[src/rtl/pifo_calendar_pkg.sv]
// Calendar PIFO shared types: element layout, cell modes, significance test.
// Imported by the queue, its cells and scoreboards.
package pifo_calendar_pkg;

  localparam int ELEM_RANK_W = 18;
  localparam int ELEM_ADDR_W = 12;
  localparam int VALID_POS   = 1 + ELEM_RANK_W + ELEM_ADDR_W;
  localparam int OVF_POS     = ELEM_RANK_W + ELEM_ADDR_W;
  localparam int RANK_LSB    = ELEM_ADDR_W;

  typedef struct packed {
    logic                   valid;
    logic                   ovf;
    logic [ELEM_RANK_W-1:0] rank;
    logic [ELEM_ADDR_W-1:0] addr;
  } pifo_elem_t;

  typedef enum logic [2:0] {
    M_HOLD,
    M_INS,
    M_POP,
    M_INSPOP,
    M_FLUSH
  } pifo_mode_t;

  // Ranks are zero-extended so one function serves any RANK_W <= 64.
  typedef logic [63:0] rank_t;

  // A beats B. A is always a valid element.
  function automatic logic beats(
    input logic  a_ovf,
    input rank_t a_rank,
    input logic  b_valid,
    input logic  b_ovf,
    input rank_t b_rank,
    input logic  g_ovf
  );
    logic r;
    if (!b_valid)
      r = 1'b1;
    else if (a_ovf == g_ovf && b_ovf != g_ovf)
      r = 1'b1;
    else if (a_ovf != g_ovf && b_ovf == g_ovf)
      r = 1'b0;
    else
      r = (a_rank < b_rank);
    return r;
  endfunction

endpackage

[src/rtl/pifo_calendar_queue_cell.sv]
// One PIFO slot: element register, beat bit against the input element,
// and the hold/input/left/right next-state mux.
module pifo_calendar_cell
  import pifo_calendar_pkg::*;
#(
  parameter int RANK_W = ELEM_RANK_W,
  parameter int ADDR_W = ELEM_ADDR_W,
  parameter bit FIRST  = 1'b0,
  localparam int W     = 2 + RANK_W + ADDR_W
) (
  input  logic         clk,
  input  logic         rstn,
  input  pifo_mode_t   mode,
  input  logic         g_ovf,
  input  logic [W-1:0] in_elem,
  input  logic [W-1:0] prev_elem,
  input  logic [W-1:0] next_elem,
  input  logic         beat_prev,
  input  logic         beat_next,
  output logic [W-1:0] elem,
  output logic         beat
);

  logic [W-1:0] nxt;

  assign beat = beats(in_elem[W-2],
                      rank_t'(in_elem[W-3:ADDR_W]),
                      elem[W-1],
                      elem[W-2],
                      rank_t'(elem[W-3:ADDR_W]),
                      g_ovf);

  always_comb begin
    nxt = elem;
    unique case (mode)
      M_FLUSH: nxt = '0;
      M_INS: begin
        if (beat && !beat_prev)
          nxt = in_elem;
        else if (beat && beat_prev)
          nxt = prev_elem;
      end
      M_POP: nxt = next_elem;
      M_INSPOP: begin
        // The head slot is being vacated, so it takes the
        // input even when the input also beats it.
        if (!beat_next)
          nxt = next_elem;
        else if (!beat || FIRST)
          nxt = in_elem;
      end
      default: nxt = elem;
    endcase
  end

  always_ff @(posedge clk) begin
    if (!rstn)
      elem <= '0;
    else
      elem <= nxt;
  end

endmodule

[src/rtl/pifo_calendar_queue.sv]
// Calendar PIFO: DEPTH sorted slots, head at slot 0, with insert, pop,
// insert+pop, epoch wrap, occupancy and drop reporting.
module pifo_calendar_queue
  import pifo_calendar_pkg::*;
#(
  parameter int DEPTH  = 16,
  parameter int RANK_W = ELEM_RANK_W,
  parameter int ADDR_W = ELEM_ADDR_W,
  localparam int CNT_W = $clog2(DEPTH + 1),
  localparam int W     = 2 + RANK_W + ADDR_W
) (
  input  logic              clk,
  input  logic              rstn,
  input  logic              in_flush,
  input  logic              in_ins_valid,
  input  logic              in_ins_ovf,
  input  logic [RANK_W-1:0] in_ins_rank,
  input  logic [ADDR_W-1:0] in_ins_addr,
  input  logic              in_pop,
  output logic              out_pop_valid,
  output logic              out_pop_ovf,
  output logic [RANK_W-1:0] out_pop_rank,
  output logic [ADDR_W-1:0] out_pop_addr,
  output logic              out_drop_valid,
  output logic [ADDR_W-1:0] out_drop_addr,
  output logic [W-1:0]      out_head,
  output logic [CNT_W-1:0]  out_count,
  output logic              out_empty,
  output logic              out_full,
  output logic              out_global_ovf
);

  logic [W-1:0]     slot [DEPTH];
  logic             beat [DEPTH];
  logic [W-1:0]     in_elem;
  logic [CNT_W-1:0] count;
  logic             g_ovf;
  logic             empty;
  logic             full;
  logic             pop_fire;
  pifo_mode_t       mode;

  assign in_elem  = {1'b1, in_ins_ovf, in_ins_rank, in_ins_addr};
  assign empty    = (count == '0);
  assign full     = (count == CNT_W'(DEPTH));
  assign pop_fire = in_pop && !empty;

  always_comb begin
    mode = M_HOLD;
    if (in_flush)
      mode = M_FLUSH;
    else if (in_ins_valid && pop_fire)
      mode = M_INSPOP;
    else if (in_ins_valid && !(full && !beat[DEPTH-1]))
      mode = M_INS;
    else if (pop_fire)
      mode = M_POP;
  end

  for (genvar i = 0; i < DEPTH; i++) begin : g_slot
    logic [W-1:0] prev_e;
    logic [W-1:0] next_e;
    logic         bp;
    logic         bn;

    if (i == 0) begin : g_first
      assign prev_e = '0;
      assign bp     = 1'b0;
    end else begin : g_mid_l
      assign prev_e = slot[i-1];
      assign bp     = beat[i-1];
    end

    if (i == DEPTH - 1) begin : g_last
      assign next_e = '0;
      assign bn     = 1'b1;
    end else begin : g_mid_r
      assign next_e = slot[i+1];
      assign bn     = beat[i+1];
    end

    pifo_calendar_cell #(
      .RANK_W (RANK_W),
      .ADDR_W (ADDR_W),
      .FIRST  (i == 0)
    ) u_cell (
      .clk       (clk),
      .rstn      (rstn),
      .mode      (mode),
      .g_ovf     (g_ovf),
      .in_elem   (in_elem),
      .prev_elem (prev_e),
      .next_elem (next_e),
      .beat_prev (bp),
      .beat_next (bn),
      .elem      (slot[i]),
      .beat      (beat[i])
    );
  end

  always_ff @(posedge clk) begin
    if (!rstn) begin
      count          <= '0;
      g_ovf          <= 1'b0;
      out_pop_valid  <= 1'b0;
      out_pop_ovf    <= 1'b0;
      out_pop_rank   <= '0;
      out_pop_addr   <= '0;
      out_drop_valid <= 1'b0;
      out_drop_addr  <= '0;
    end else begin
      out_pop_valid  <= 1'b0;
      out_drop_valid <= 1'b0;
      if (in_flush) begin
        count <= '0;
      end else begin
        if (pop_fire) begin
          out_pop_valid <= 1'b1;
          out_pop_ovf   <= slot[0][W-2];
          out_pop_rank  <= slot[0][W-3:ADDR_W];
          out_pop_addr  <= slot[0][ADDR_W-1:0];
          g_ovf         <= slot[0][W-2];
        end
        if (in_ins_valid && !pop_fire) begin
          if (full) begin
            out_drop_valid <= 1'b1;
            out_drop_addr  <= beat[DEPTH-1] ?
                              slot[DEPTH-1][ADDR_W-1:0] :
                              in_ins_addr;
          end else begin
            count <= count + CNT_W'(1);
          end
        end else if (pop_fire && !in_ins_valid) begin
          count <= count - CNT_W'(1);
        end
      end
    end
  end

  assign out_head       = slot[0];
  assign out_count      = count;
  assign out_empty      = empty;
  assign out_full       = full;
  assign out_global_ovf = g_ovf;

endmodule

[config.mk]
export PLATFORM = sky130hd
export DESIGN_NAME = pifo_calendar_queue
export DESIGN_NICKNAME = d
export VERILOG_FILES = /design/src/rtl/pifo_calendar_pkg.sv /design/src/rtl/pifo_calendar_queue_cell.sv /design/src/rtl/pifo_calendar_queue.sv
export SDC_FILE = /design/constraint.sdc
export NUM_CORES = 2
export LEC_CHECK = 0
export BUFFER_PORTS_ARGS = -buffer_cell sky130_fd_sc_hd__buf_2
export CORE_ASPECT_RATIO = 0.8
export CORE_MARGIN = 2
export CORE_UTILIZATION = 42
export DETAILED_ROUTE_END_ITERATION = 10
export PLACE_DENSITY = 0.65
export REMOVE_ABC_BUFFERS = 1
export SYNTH_ARGS = -nofsm -noshare
export SYNTH_HDL_FRONTEND = slang
export SYNTH_SLANG_ARGS = --single-unit
[constraint.sdc]
create_clock -name clk -period 4.95 [get_ports clk]
set_clock_uncertainty 0.15 [all_clocks]
set_input_delay 1.485 -clock clk [delete_from_list [all_inputs] [get_ports clk]]
set_output_delay 1.485 -clock clk [all_outputs]
set_load 0.01 [all_outputs]
==> metrics <==
fin area 38290 sq um; Slew HR 30.27%; Cell Pwr Density 295.2 nW/um^2; Routed Antenna Nets 0; Final Hold Violating Endpoints 0; status finished, violations left; setup bufs post-CTS 0; Reg clk slew, reported paths 0.06 ns; area added between synthesis and finish 13.51%; placement-stage cell area 36260 sq um; Max Cap Viol 0; Crit. End Element flop; failing checks design-rule violations; H-tree depth 2; main area contributors after synthesis dfxtp_1 33%, ha_1 10%, o2bb2ai_1 8.1%, a222oi_1 7.4%, o21ai_0 3.3%; hold endpoint out_pop_addr[10]; Clock Latency Late Sink 0.65 ns; Mapped Cells 3780; row count 92; die area 82610 sq um; maximum clock path buffer count 3; number of flops mapped to enable cells by yosys 0; die height 257.5 um; clk root buf clkbuf_16; via count 31.53k; DR pass1 iterations 11; critical path class in2reg; PortBufs 120; register area share after synthesis 33.36%; Routed WL per cell 22.16 um; Synth Area in Compound Gates 37.70%; main combinational cell family by area after synthesis compound AO/OA/AOI/OAI gates; CTS buffer count 60; io pins 121; period utilization 88.16%; Final Max Tran Viols 0; GP Congestion 0.8752; unrepaired setup endpoints after global routing false; Synth area leader dfxtp_1; HPWL after DPL 78240 um; XOR/XNOR share of the synthesized area 0.1039%; Final setup viols 0; Commonest cells post-synth 562 x dfxtp_1, 312 x o2bb2ai_1, 291 x inv_1; synthesized cell area 33730 sq um; flop-to-flop setup slack 0.86 ns; DRC 1; final WL 106900 um; Async S/R FF share, synth 0%; hold depth 2; synthesis-stage register bit count 562; cts hold-fix bufs 0; post-synthesis mux area share 0.7233%; area of the multi-input gates 19760 sq um; Leakage 13.03 nW; vias in the first global route 29.92k; Netlist cell types 98; layout cells sized above 1 13.31%; R2R Path Start out_global_ovf; post-synthesis simple-gate area fraction 9.259%; Place WS 0.03750 ns; post_cts resized 0; core region area 79200 sq um; worst-path maximum fanout 31; min-delay src out_pop_addr[10]; maximum VDD drop 310.7 uV; warnings from Yosys 0; Initial Util 42.59%; largest net degree at the start of global routing 54; Die Wd 320.8 um; Hold Path Class reg2reg; R2R cell count 12; RR Endpoint g_slot[12].u_cell.elem[7]; clk sinks 562; DRT iter0 DRCs 4296; Most used DFF post-synth dfxtp_1; vias per cell 6.536; area share of the largest cell type after synthesis 33.36%; CTS tree done; Total Routing Usage GR 25.08%; Final WS setup 0.5862 ns; worst slew pin tran 1.044 ns; initial antenna violation count 0; Avg Cell Area, Syn 8.923 sq um; Synth Area in Adders 10.26%; Final nets 4054; Seq. cell area 11250 sq um; critical path required time 5.37 ns; minimum clock period 4.364 ns; Hold Worst Slack 0.3071 ns; FMAX 229.2 MHz; Fill cells 7483; first-pass GRT wire length 172200 um; gr ovfl total 0; Critical Path Start Type input port; most common cell in the synthesized netlist dfxtp_1; crit path DAT 4.78 ns
[state kept, by name (all words and copies together) (netlist names)]
name / count
out_pop_rank: 18
out_global_ovf: 1
out_pop_valid: 1
out_pop_addr: 12
out_count: 5
g_slot.u_cell.elem: 512
out_drop_valid: 1
out_drop_addr: 12
[how the worst max path moves through the flow]
stage	from	cells after the start	slack [ns]	endpoint
floorplan	in_ins_rank[7]	9	-0.89	g_slot[13].u_cell.elem[0]
global placement	in_ins_rank[10]	10	-0.03	g_slot[8].u_cell.elem[21]
detailed placement	in_ins_rank[13]	10	0.04	g_slot[8].u_cell.elem[7]
CTS	in_ins_rank[10]	10	0.71	g_slot[8].u_cell.elem[7]
global route	in_ins_rank[10]	10	0.42	g_slot[8].u_cell.elem[6]
finish	in_ins_rank[10]	10	0.59	g_slot[8].u_cell.elem[10]
[layer usage]
| layer | global-route usage [%] | vias up | wire length [um] |
|---|---|---|---|
| met4 | 4.530 | 0 | 1553 |
| met2 | 37.69 | 1298 | 45330 |
| li1 | - | 14688 | - |
| met1 | 38.11 | 15421 | 51060 |
| met5 | 0 | - | 0 |
| met3 | 3.416 | 118 | 8948 |
[where the power goes]
| group | switching, mW | internal (mW) | leakage (nW) |
|---|---|---|---|
| combinational | 1.24 | 0.674 | 7.49 |
| clock | 2.04 | 2.67 | 1.01 |
| sequential | 0.0783 | 4.59 | 4.53 |
| total | 3.36 | 7.94 | 13.0 |
[layout by cell type (no fill, tap or decap), types with 28 or more instances in the layout]
master	Yosys	routed
o21ai_0	224	224
a22oi_1	125	125
o21ai_1	38	33
a31oi_1	34	34
buf_2	138	119
buf_12	0	77
nor2_1	103	93
dfxtp_1	562	562
a211oi_1	35	34
nand3_1	79	79
nand4_1	33	33
ha_1	275	275
clkbuf_16	0	61
a22o_1	59	59
a221o_1	31	31
a221oi_1	72	72
nand2b_1	30	30
buf_4	18	97
a21o_1	82	82
inv_1	291	291
a32oi_1	29	29
a21oi_1	110	96
and3_1	36	36
a222oi_1	250	250
a21boi_0	36	36
o2bb2ai_1	312	312
o211ai_1	28	28
nand2_1	228	228
nor2b_1	41	40
[critical path, stage by stage]
cell	delay, ns
buf_2	0.24
buf_4	0.22
ha_1	0.28
and4_1	0.25
nor4b_1	0.38
a21oi_1	0.28
o21ai_2	0.51
a31o_2	0.72
a22oi_1	0.18
o21ai_0	0.18
[final cells by class]
type	count	share of cell area [%]
inverter	291	2.853
multi-input combinational	2534	51.61
timing repair buffer	293	7.484
clock inverter	27	0.7288
antenna	1	0.006536
clock buffer	81	4.549
sequential	562	29.39
tap	1034	3.379
[logic make-up after synthesis]
| group | after synthesis |
|---|---|
| flops | 562 |
| mux | 24 |
| xor+xnor | 4 |
| compound gates | 1594 |
| simple gates | 636 |
| fa+ha+maj | 276 |
| buf+inv | 684 |
[stage by stage]
stage          util, %  std cells  power, mW  setup TNS, ns
2_1_floorplan        -       3387      5.727         -81.39
3_3_place_gp     45.79       4714      6.608        -0.1408
3_5_place_dp     45.79       4714      6.635              0
4_1_cts          48.34       4822      11.34              0
5_1_grt          48.34       4822      11.72              0
6_report         48.34       4823      11.30              0
Power figures use the tool's default switching activity.
